==> config.mk <==
export PLATFORM = sky130hd
export DESIGN_NAME = memory_arbiter
export DESIGN_NICKNAME = d
export VERILOG_FILES = /design/src/rtl/mem_arb_pkg.sv /design/src/rtl/mem_arb_grant.sv /design/src/rtl/memory_arbiter.sv
export SDC_FILE = /design/constraint.sdc
export NUM_CORES = 1
export LEC_CHECK = 0
export CORE_MARGIN = 2
export CORE_UTILIZATION = 37
export CTS_BUF_LIST = sky130_fd_sc_hd__clkbuf_2
export CTS_CLUSTER_SIZE = 8
export DETAILED_ROUTE_END_ITERATION = 7
export PLACE_DENSITY = 0.79
export SLEW_MARGIN = 25
export SYNTH_ARGS = -nofsm -noshare
export SYNTH_HDL_FRONTEND = slang
export SYNTH_SLANG_ARGS = --single-unit
==> constraint.sdc <==
create_clock -name CLK -period 2 [get_ports CLK]
set_clock_uncertainty 0.15 [all_clocks]
set_input_delay 0.2 -clock CLK [delete_from_list [all_inputs] [get_ports CLK]]
set_output_delay 0.2 -clock CLK [all_outputs]
set_load 0.02 [all_outputs]
==> src/rtl/mem_arb_pkg.sv <==
// Shared types and constants for the two-requester main-memory arbiter.
package mem_arb_pkg;

  localparam int CNT_W = 4;

  typedef enum logic [1:0] {
    IDLE   = 2'd0,
    ACCESS = 2'd1,
    RESP   = 2'd2
  } state_t;

  typedef enum logic {
    OWN_IF = 1'b0,
    OWN_DM = 1'b1
  } owner_t;

endpackage

==> src/rtl/mem_arb_grant.sv <==
// Two-way grant between instruction fetch and data memory requests.
// MEM_ARB_ROUND_ROBIN_EN: alternate on simultaneous requests; otherwise DM has fixed priority.
module mem_arb_grant
  import mem_arb_pkg::*;
(
`ifdef MEM_ARB_ROUND_ROBIN_EN
  input  logic   clk,
  input  logic   reset,
  input  logic   enable,
`endif
  input  logic   if_req,
  input  logic   dm_req,
  output owner_t owner,
  output logic   valid
);

  assign valid = if_req | dm_req;

`ifdef MEM_ARB_ROUND_ROBIN_EN
  owner_t last_q;

  // last_q remembers who was served last; the other side wins a tie
  always_comb begin
    owner = OWN_IF;
    if (if_req && dm_req) begin
      owner = (last_q == OWN_DM) ? OWN_IF : OWN_DM;
    end else if (dm_req) begin
      owner = OWN_DM;
    end
  end

  always_ff @(posedge clk) begin
    if (reset) begin
      last_q <= OWN_IF;
    end else if (enable) begin
      last_q <= owner;
    end
  end
`else
  assign owner = dm_req ? OWN_DM : OWN_IF;
`endif

endmodule

==> src/rtl/memory_arbiter.sv <==
// Single-port main memory arbiter between instruction fetch and data access.
// Optional MEM_ARB_ROUND_ROBIN_EN switches tie-breaking from DM priority to round robin.
//
// state  | meaning
// IDLE   | sample requests, latch winner and its address/data/direction
// ACCESS | memory strobes held for WAIT_STATES+1 cycles, data sampled on the last
// RESP   | one-cycle ACK to the owner
module memory_arbiter
  import mem_arb_pkg::*;
#(
  parameter int DATAWIDTH_BUS = 32,
  parameter int WAIT_STATES   = 1
) (
  input  logic                     CLK,
  input  logic                     RESET,
  input  logic                     IF_REQ,
  input  logic [DATAWIDTH_BUS-1:0] IF_ADDRESS,
  output logic [DATAWIDTH_BUS-1:0] IF_DATA_OUT,
  output logic                     IF_ACK,
  input  logic                     DM_REQ,
  input  logic                     DM_WR,
  input  logic [DATAWIDTH_BUS-1:0] DM_ADDRESS,
  input  logic [DATAWIDTH_BUS-1:0] DM_DATA_IN,
  output logic [DATAWIDTH_BUS-1:0] DM_DATA_OUT,
  output logic                     DM_ACK,
  output logic                     MEM_RD,
  output logic                     MEM_WR,
  output logic [DATAWIDTH_BUS-1:0] MEM_ADDRESS,
  output logic [DATAWIDTH_BUS-1:0] MEM_DATA_IN,
  input  logic [DATAWIDTH_BUS-1:0] MEM_DATA_OUT
);

  if (WAIT_STATES < 0 || WAIT_STATES > (1 << CNT_W) - 1) begin : g_bad_wait_states
    $error("memory_arbiter: WAIT_STATES must be within 0..15");
  end

  state_t             state_q, state_d;
  owner_t             owner_q, grant_owner;
  logic               grant_valid;
  logic [CNT_W-1:0]   cnt_q;
  logic               start, done, grant_wr;
  logic [DATAWIDTH_BUS-1:0] sel_addr;

  mem_arb_grant u_grant (
`ifdef MEM_ARB_ROUND_ROBIN_EN
    .clk    (CLK),
    .reset  (RESET),
    .enable (start),
`endif
    .if_req (IF_REQ),
    .dm_req (DM_REQ),
    .owner  (grant_owner),
    .valid  (grant_valid)
  );

  assign start    = (state_q == IDLE) && grant_valid;
  assign done     = (state_q == ACCESS) && (cnt_q == '0);
  assign grant_wr = (grant_owner == OWN_DM) && DM_WR;
  assign sel_addr = (grant_owner == OWN_DM) ? DM_ADDRESS : IF_ADDRESS;

  always_ff @(posedge CLK) begin
    if (RESET) state_q <= IDLE;
    else       state_q <= state_d;
  end

  always_comb begin
    state_d = state_q;
    case (state_q)
      IDLE:    if (grant_valid) state_d = ACCESS;
      ACCESS:  if (cnt_q == '0) state_d = RESP;
      RESP:    state_d = IDLE;
      default: state_d = IDLE;
    endcase
  end

  // All outputs registered: strobes rise on entry to ACCESS, fall as ACK is raised
  always_ff @(posedge CLK) begin
    if (RESET) begin
      owner_q     <= OWN_IF;
      cnt_q       <= '0;
      MEM_RD      <= 1'b0;
      MEM_WR      <= 1'b0;
      MEM_ADDRESS <= '0;
      MEM_DATA_IN <= '0;
      IF_DATA_OUT <= '0;
      DM_DATA_OUT <= '0;
      IF_ACK      <= 1'b0;
      DM_ACK      <= 1'b0;
    end else begin
      IF_ACK <= 1'b0;
      DM_ACK <= 1'b0;
      if (start) begin
        owner_q     <= grant_owner;
        cnt_q       <= CNT_W'(WAIT_STATES);
        MEM_ADDRESS <= sel_addr & ~DATAWIDTH_BUS'(3);
        MEM_RD      <= ~grant_wr;
        MEM_WR      <= grant_wr;
        if (grant_owner == OWN_DM) MEM_DATA_IN <= DM_DATA_IN;
      end else if (done) begin
        MEM_RD <= 1'b0;
        MEM_WR <= 1'b0;
        if (owner_q == OWN_DM) begin
          DM_ACK <= 1'b1;
          if (!MEM_WR) DM_DATA_OUT <= MEM_DATA_OUT;
        end else begin
          IF_ACK      <= 1'b1;
          IF_DATA_OUT <= MEM_DATA_OUT;
        end
      end else if (state_q == ACCESS) begin
        cnt_q <= cnt_q - CNT_W'(1);
      end
    end
  end

endmodule

Yosys cells after proc, flatten, opt, wreduce, memory -nomap -nowiden
Index checks and enable logic that the tools add are counted.

storage, ports and cells
  register bits after elaboration = 137
  input port bits = 133
  logic and storage cells = 51

operators by class
  $add $sub $neg = 1
  equality and inequality tests = 4
  muxes and demuxes = 13
  bitwise gates (word level) = 6
  reductions and logical operators = 15

operators by type and width
  kind                   number
  $mux W32               1
  $mux W1                9
  $reduce_and A2 Y1      4
  $ne A2 B2 Y1 const B   3
  $not A1 Y1             5
  $logic_not A4 Y1       1
  $mux W2                2
  $pmux W2 S2            1
  $reduce_and A4 Y1      1
  $reduce_bool A2 Y1     2
  $sub A4 B1 Y4 const B  1
  $logic_and A1 B1 Y1    3
  $reduce_and A3 Y1      1
  $reduce_or A3 Y1       1
  $eq A2 B1 Y1 const B   1
  $logic_not A2 Y1       1
  $reduce_or A2 Y1       1
  $or A1 B1 Y1           1

Longest topological paths before layout
Gate-level depths: netlist of run 1.

  depth in word-level cells = 4
  gate-level depth with buffers = 8

Cells and area by module
Synthesis of run 1 repeated with hierarchy kept, for this count alone.

unflattened totals
  cell total of the unflattened synthesis = 587
  area total of the unflattened synthesis = 5,476.5 um^2

by module, submodules not included
  module          instances  cells each  area each (um^2)  sequential area each (um^2)
  memory_arbiter  1          585         5,462.7           2,742.6
  mem_arb_grant   1          2           13.8              0.0

Least setup slack after synthesis of run 1
Ideal clock, no wire load.

  path type = register to register
  start = reg cnt_q[0]
  end = reg IF_DATA_OUT[21]
  arrival time = 1.663 ns
  required time = 1.716 ns
  setup slack = 0.054 ns
  cell stages (with the launch flop) = 9
  path buffers = 2
  clock period less this slack = 1.946 ns
  cell sequence = dfxtp_1 -> inv_1 -> ha_1 -> or3b_4 -> or3_1 -> buf_6 -> buf_6 -> nand2_1 -> a21oi_1

between the ends
  cells in the longest elaborated chain, start to end = 3

ends and longest elaborated chain
  what                                RTL line               RTL
  start, declared                     memory_arbiter.sv:40   logic [CNT_W-1:0] cnt_q;
  start signal, assigned              memory_arbiter.sv:94   cnt_q <= CNT_W'(WAIT_STATES);
  start signal, assigned              memory_arbiter.sv:110  cnt_q <= cnt_q - CNT_W'(1);
  $logic_not A4 Y1                    memory_arbiter.sv:57   assign done = (state_q == ACCESS) && (cnt_q == '0);
  $logic_and A1 B1 Y1                 memory_arbiter.sv:57
  $reduce_and A3 Y1 (no source line)  n/a
  end signal, assigned                memory_arbiter.sv:85   IF_DATA_OUT <= '0;
  end signal, assigned                memory_arbiter.sv:107  IF_DATA_OUT <= MEM_DATA_OUT;
  end, declared                       memory_arbiter.sv:18   output logic [DATAWIDTH_BUS-1:0] IF_DATA_OUT,

No other way between the ends.
A chain may end at the register's enable or synchronous reset.

Final worst setup path of run 1
  start = reg cnt_q[0]
  end = reg IF_DATA_OUT[23]

Same word-level chain as after synthesis.

==> results of run 1 <==
==> sequential cells by signal (all words and copies together) (netlist names) <==
register	flops
DM_ACK	1
IF_DATA_OUT	32
state_q	2
DM_DATA_OUT	32
MEM_ADDRESS	30
owner_q	1
IF_ACK	1
MEM_RD	1
MEM_WR	1
cnt_q	4
MEM_DATA_IN	32
==> final timing paths <==
kind / start / end / cells past startpoint
max: cnt_q[0] / IF_DATA_OUT[23] / 7
min: DM_ADDRESS[21] / MEM_ADDRESS[21] / 3
max reg2reg: cnt_q[0] / IF_DATA_OUT[23] / 7
min reg2reg: IF_DATA_OUT[20] / IF_DATA_OUT[20] / 2
==> layout make-up <==
cell class                 instances  area [um2]
tap                              176         220
multi-input combinational        420        2410
sequential                       137        2750
clock inverter                    13         151
timing repair buffer             401        3930
inverter                           2        7.51
antenna                            1        2.50
clock buffer                      19        95.1
fill                             935        3830
==> logic make-up (layout without fill, tap and decap cells) <==
group | after synthesis | count (layout) | share of synthesized area
other cells | 1 | 3 | 0.000732
fa+ha+maj | 1 | 1 | 0.00244
flops | 137 | 137 | 0.535
mux | 30 | 30 | 0.0586
xor+xnor | 2 | 2 | 0.00342
buf+inv | 50 | 435 | 0.0501
simple gates | 248 | 248 | 0.196
compound gates | 137 | 137 | 0.153
==> metal layers <==
layer / vias up / wire [um] / track usage / share of wire
li1: 2765 / - / - / -
met1: 2656 / 7210 / 0.242 / 0.38
met2: 222 / 9560 / 0.439 / 0.51
met3: 44 / 1460 / 0.0936 / 0.078
met4: 0 / 579 / 0.106 / 0.031
met5: - / 0 / 0 / 0
==> metrics by stage <==
stage	TNS, ps	total power, W	utilization
6_report	-81.4	0.00744	0.714
5_1_grt	-2810	0.00783	0.714
4_1_cts	0	0.00717	0.686
3_5_place_dp	0	0.00544	0.587
3_3_place_gp	0	0.00541	0.587
2_1_floorplan	0	0.00439	-
==> power by group <==
part | internal, W | switching (W)
logic | 0.00115 | 0.00137
clock network | 0.000694 | 0.00101
registers | 0.00303 | 0.000182
==> Yosys cell counts (4+ instances only) <==
| library cell | number | area share |
|---|---|---|
| a21oi_1 | 96 | 0.094 |
| buf_6 | 7 | 0.015 |
| buf_1 | 8 | 0.0059 |
| nor2_1 | 37 | 0.027 |
| buf_2 | 7 | 0.0068 |
| nor3_1 | 4 | 0.0039 |
| nand2_1 | 194 | 0.14 |
| o21ai_0 | 4 | 0.0039 |
| clkbuf_1 | 24 | 0.018 |
| a211oi_1 | 31 | 0.045 |
| mux2i_1 | 30 | 0.059 |
| dfxtp_1 | 137 | 0.54 |
==> tightest hold or removal path, stage by stage <==
cell and delay [ps]:
clkdlybuf4s50_1 400, mux2i_1 170, a211oi_1 110
==> cell usage in the layout (no fill, tap or decap), types with 20 or more instances in the layout <==
cell type | Yosys | routed
clkdlybuf4s50_1 | 0 | 126
clkbuf_2 | 0 | 20
a21oi_2 | 3 | 30
nand2_4 | 0 | 20
dlygate4sd3_1 | 0 | 124
nor2_1 | 37 | 36
dlygate4sd2_1 | 0 | 129
a211oi_1 | 31 | 31
a21oi_1 | 96 | 69
nand2_1 | 194 | 172
dfxtp_1 | 137 | 135
mux2i_1 | 30 | 30
==> timing repair <==
action	CTS	global route
gates resized for setup	131	80
pin swaps	0	36
hold endpoints to repair	136	0
gates cloned	0	4
hold buffers	124	0
buffers inserted	1	0
setup endpoints to repair	136	67
==> out/metrics.cfg, run 1 <==
[status]
status = complete, but fails checks
violations = setup timing

[global_route]
grt_pass1_wl_mm = 27.7
grt_overflow = 0
grt_max_degree = 62
grt_pass1_vias = 5672
grt_use_total = 0.241
antenna_found_initial = 1

[worst_setup_path]
cp_slowest_cell = or3_4
critPathMaxStageDelay_ps = 470
worstSetupPathType = reg -> reg
cp_cell_sequence = inv_2 -> ha_4 -> or3b_4 -> or3_4 -> buf_12 -> nand2_2 -> a21oi_1
cp-end-kind = flop
r2r_slack_ps = -30
crit_required_ps = 2390
cp-start-kind = flop
worstPathMaxFanout = 5
path_buf_inv = 2
worstPathArrival_ps = 2420
cp_top_family = simple AND/OR/NAND/NOR gates

[yosys]
ys_async_sr_fraction = 0
syn_area_per_cell_um2 = 8.45
synth_area_um2 = 5120
yosysWarnings = 0
synth_ff_type = dfxtp_1
synth_edf_count = 0
syn_inst = 606
seq_area_frac_synth = 0.535
ys_ff_latch = 137
post_synth_num_cell_types = 32

[routing]
num_vias = 5687
wl_per_cell_um = 16.1
ant_nets = 0
drc = 0
drtIter0Drc = 275
dr.pass1.iters = 4
wirelength_mm = 18.8
viasPerCell = 4.86

[placement]
pre_cts_slack_ps = 7.22
dpl.cell_count = 1007
dp_hpwl_mm = 10.2
dpl_cell_area_um2 = 7860
portBuffers = 258
gp_congestion = 0.748

[sta]
worstMarginPinSlew_ps = 648
hold_viol = 0
fin_ws_ps = -28.2
holdWs_ps = 93.9
rsz0062_at_grt = true
period_minus_slack_ps = 2030
setup_viol = 8
fin_crit_sh = 1.01
timing.fmax_ghz = 0.493
slew_headroom = 0.568
final_max_slew_viol_count = 0

[cells_and_area]
syn_to_final_growth_pct = 86.7
design_area_um2 = 9570
fin_cells = 1169
layout-drive-gt1-share = 0.116
fin_nets = 1113

[cts]
clock_latency_ps = 670
cts.sinks = 137
tritoncts = built
root_buffer = clkbuf_2
htree_levels = 4
clkTransAtPathRegs_ps = 190
cts_buffers = 17
clk_path_buf_depth = 2

[floorplan]
core_area_um2 = 13400
ios = 265
fp.dieW_um = 122
die-area_um2 = 14800
rows = 42
chipHeight_um = 122
floorplan.initialDensity = 0.382

[power]
power_density_nw_per_um2 = 778
vdd_drop_max_v = 0.000528
leakagePower_nw = 4.14

[min_path]
hp-class = in -> reg

[flow_run]
drv_cap = 0

Power figures use the tool's default switching activity.
==> run 2: changes to the inputs <==
--- a/config.mk
+++ b/config.mk
@@ -5,12 +5,12 @@
 export SDC_FILE = /design/constraint.sdc
 export NUM_CORES = 1
 export LEC_CHECK = 0
+export ABC_AREA = 1
 export CORE_MARGIN = 2
 export CORE_UTILIZATION = 37
-export CTS_BUF_LIST = sky130_fd_sc_hd__clkbuf_2
 export CTS_CLUSTER_SIZE = 8
 export DETAILED_ROUTE_END_ITERATION = 7
-export PLACE_DENSITY = 0.79
+export PLACE_DENSITY = 0.77
 export SLEW_MARGIN = 25
 export SYNTH_ARGS = -nofsm -noshare
 export SYNTH_HDL_FRONTEND = slang
==> run 2 against run 1 <==
  * The flow now finishes without violations
  * Worst setup slack better by 180 ps
  * Die area up 8.1%
  * Via count up 2.0%
  * Sequential power down 2%
  * Clock power up 71%
  * Critical endpoint is now MEM_WR
  * Highest routed layer unchanged
  * Final area down 7.5%
  * First-iteration DRC count up 40%
  * Synthesized area up 8.4%
  * Cell count up 4.6%
==> out/metrics.cfg, run 2 <==
[sta]
setup_viol = 0  ; was 8
hold_viol = 0  ; unchanged
final_max_slew_viol_count = 0  ; unchanged
period_minus_slack_ps = 1850  ; was 2030 ps
timing.fmax_ghz = 0.542  ; was 0.493 GHz
tns_ps = 0  ; was -81.4 ps
fin_crit_sh = 0.923  ; was 1.01
rsz0062_at_grt = false  ; was true

[yosys]
yosys.area.top_type = dfxtp_1  ; unchanged
ys_async_sr_fraction = 0  ; unchanged
seq_area_frac_synth = 0.494  ; was 0.535
synth_ff_type = dfxtp_1  ; unchanged
synth_area_um2 = 5550  ; was 5120 um2
yosysMostFrequentCell = nor2_1  ; was nand2_1
post_synth_num_cell_types = 24  ; was 32
ys_ff_latch = 137  ; unchanged
yosysWarnings = 0  ; unchanged
synth_top_area_share = 0.494  ; was 0.535
yosys-top-cells-area = dfxtp_1 49%, nor2_1 13%, nand2_1 12%  ; was dfxtp_1 54%, nand2_1 14%, a21oi_1 9.4%
synth_edf_count = 0  ; unchanged
synth.cells.most_frequent = 197 x nor2_1, 172 x nand2_1, 137 x dfxtp_1  ; was 194 x nand2_1, 137 x dfxtp_1, 96 x a21oi_1
syn_area_per_cell_um2 = 7.04  ; was 8.45 um2
syn_inst = 789  ; was 606

[cells_and_area]
fin_nets = 1163  ; was 1113
design_area_um2 = 8850  ; was 9570 um2
top_regs = DM_DATA_OUT: 32 flops, IF_DATA_OUT: 32 flops, MEM_DATA_IN: 32 flops  ; unchanged
layout-drive-gt1-share = 0.0529  ; was 0.116
syn_to_final_growth_pct = 59.4  ; was 86.7%
diodes = 0  ; was 1
mostFrequentLayoutCells = 258 x clkdlybuf4s50_1, 196 x nor2_1, 172 x nand2_1, 137 x dfxtp_1, 63 x o21ai_0  ; was 172 x nand2_1, 135 x dfxtp_1, 129 x dlygate4sd2_1, 126 x clkdlybuf4s50_1, 124 x dlygate4sd3_1
final_common_cell = clkdlybuf4s50_1  ; was nand2_1

[worst_setup_path]
cp-end-kind = output pin  ; was flop
path_buf_inv = 1  ; was 2
crit_required_ps = 1650  ; was 2390 ps
cp-start-kind = flop  ; unchanged
cp_slowest_cell = clkdlybuf4s50_1  ; was or3_4
cp_top_family = buffers and inverters  ; was simple AND/OR/NAND/NOR gates
worstPathArrival_ps = 1500  ; was 2420 ps
critPathMaxStageDelay_ps = 680  ; was 470 ps
worstPathMaxFanout = 4  ; was 5
worstSetupPathType = reg -> out  ; was reg -> reg
cp_cell_sequence = clkdlybuf4s50_1  ; was inv_2 -> ha_4 -> or3b_4 -> or3_4 -> buf_12 -> nand2_2 -> a21oi_1

[cts]
cts.sinks = 137  ; unchanged
post-cts-setup-buffer-count = 0  ; was 1
cts_resized = 0  ; was 131
cts_buffers = 17  ; unchanged
clock_latency_ps = 400  ; was 670 ps
root_buffer = clkbuf_16  ; was clkbuf_2
clk_path_buf_depth = 2  ; unchanged
clkTransAtPathRegs_ps = 60  ; was 190 ps
tritoncts = built  ; unchanged
htree_levels = 4  ; unchanged
cts_hold_buf = 0  ; was 124

[status]
status = completed  ; was complete, but fails checks

[floorplan]
fp.dieW_um = 127  ; was 122 um
ios = 265  ; unchanged
chipHeight_um = 127  ; was 122 um
rows = 44  ; was 42
core_area_um2 = 14600  ; was 13400 um2
die-area_um2 = 16000  ; was 14800 um2
floorplan.initialDensity = 0.381  ; was 0.382

[global_route]
grt_pass1_vias = 5303  ; was 5672
busiest_layer = met2  ; unchanged
use_met1 = 0.245  ; was 0.242
grt_max_degree = 65  ; was 62
grt_use_total = 0.205  ; was 0.241
grt_overflow = 0  ; unchanged
grt_pass1_wl_mm = 26.5  ; was 27.7 mm
grtUsageMet3 = 0.0818  ; was 0.0936
met2_usage = 0.337  ; was 0.439
antenna_found_initial = 0  ; was 1

[routing]
dr.pass1.iters = 5  ; was 4
ant_nets = 0  ; unchanged
wl_per_cell_um = 13.6  ; was 16.1 um
drc = 0  ; unchanged
wirelength_mm = 16.6  ; was 18.8 mm
drtIter0Drc = 386  ; was 275
num_vias = 5803  ; was 5687
viasPerCell = 4.74  ; was 4.86

[min_path]
hp-class = in -> reg  ; unchanged

[placement]
dpl_cell_area_um2 = 8300  ; was 7860 um2
gp_congestion = 0.795  ; was 0.748
dp_hpwl_mm = 11.6  ; was 10.2 mm
portBuffers = 258  ; unchanged

[power]
power_density_nw_per_um2 = 915  ; was 778 nW/um2
vdd_drop_max_v = 0.000649  ; was 0.000528 V
leakagePower_nw = 3.71  ; was 4.14 nW

[flow_run]
drv_cap = 0  ; unchanged

## run 2: cell types whose count changed in the layout (fill, tap and decap cells not counted), moves of 33 or more
cell / change
nor2_1: +160
clkdlybuf4s50_1: +132
nand4_1: +33
dlygate4sd3_1: -124
dlygate4sd2_1: -129
inv_1: +44
o21ai_0: +59
## run 2: kinds of logic (layout without fill, tap and decap cells)
family                     after synthesis  count (layout)  synth area share
and+or+nand+nor                        439             439             0.323
AOI/OAI and AO/OA                      105             105            0.0953
xor gates and xnor gates                 1               1           0.00158
DFF                                    137             137             0.494
adders and majority gates                1               1           0.00225
other                                    1               2          0.000675
buffers and inverters                  105             354            0.0836
## run 2: final timing paths
| check | startpoint | endpoint | slack [ps] | depth (start not counted) |
|---|---|---|---|---|
| hold / removal | DM_DATA_IN[22] | MEM_DATA_IN[22] | 220 | 3 |
| setup reg to reg | cnt_q[0] | DM_DATA_OUT[31] | 270 | 8 |
| hold reg to reg | IF_DATA_OUT[19] | IF_DATA_OUT[19] | 310 | 2 |
| setup / recovery | MEM_WR | MEM_WR | 150 | 1 |
## run 2: worst register-to-register path: cells and delay by family, from the launching register on
kind	cells	cell delay (ps)
and+or+nand+nor	5	550
buffers and inverters	2	400
DFF	1	310
adders and majority gates	1	220
## run 2: layer usage
metal,vias to the layer above,share of wire
li1,2970,-
met1,2590,0.43
met2,218,0.47
met3,25,0.088
met4,0,0.017
met5,-,0
## run 2: cell type report
class	count	area (um2)
Fill cell	1328	5740
Clock inverter	7	70.1
Inverter	47	176
Multi-Input combinational cell	548	2350
Tap cell	184	230
Sequential cell	137	2740
Clock buffer	22	484
Timing Repair Buffer	278	2800
## run 2: through the flow
stage          std cells  power (W)  setup WS, ps  hold slack (ps)  utilization
6_report            1223    0.00810           154              224        0.607
5_1_grt             1223    0.00854          69.7              225        0.607
4_1_cts             1223    0.00818           133              208        0.607
3_5_place_dp        1194    0.00523           177              301        0.569
3_3_place_gp        1194    0.00521           157              298        0.569
2_1_floorplan        790    0.00425           524              185            -
## run 2: report_power, final
part	switching (W)	leakage, nW	internal (W)
clock	0.00112	0.274	0.00182
combinational	0.00110	2.31	0.000931
sequential	0.000135	1.12	0.00300
total	0.00235	3.71	0.00575
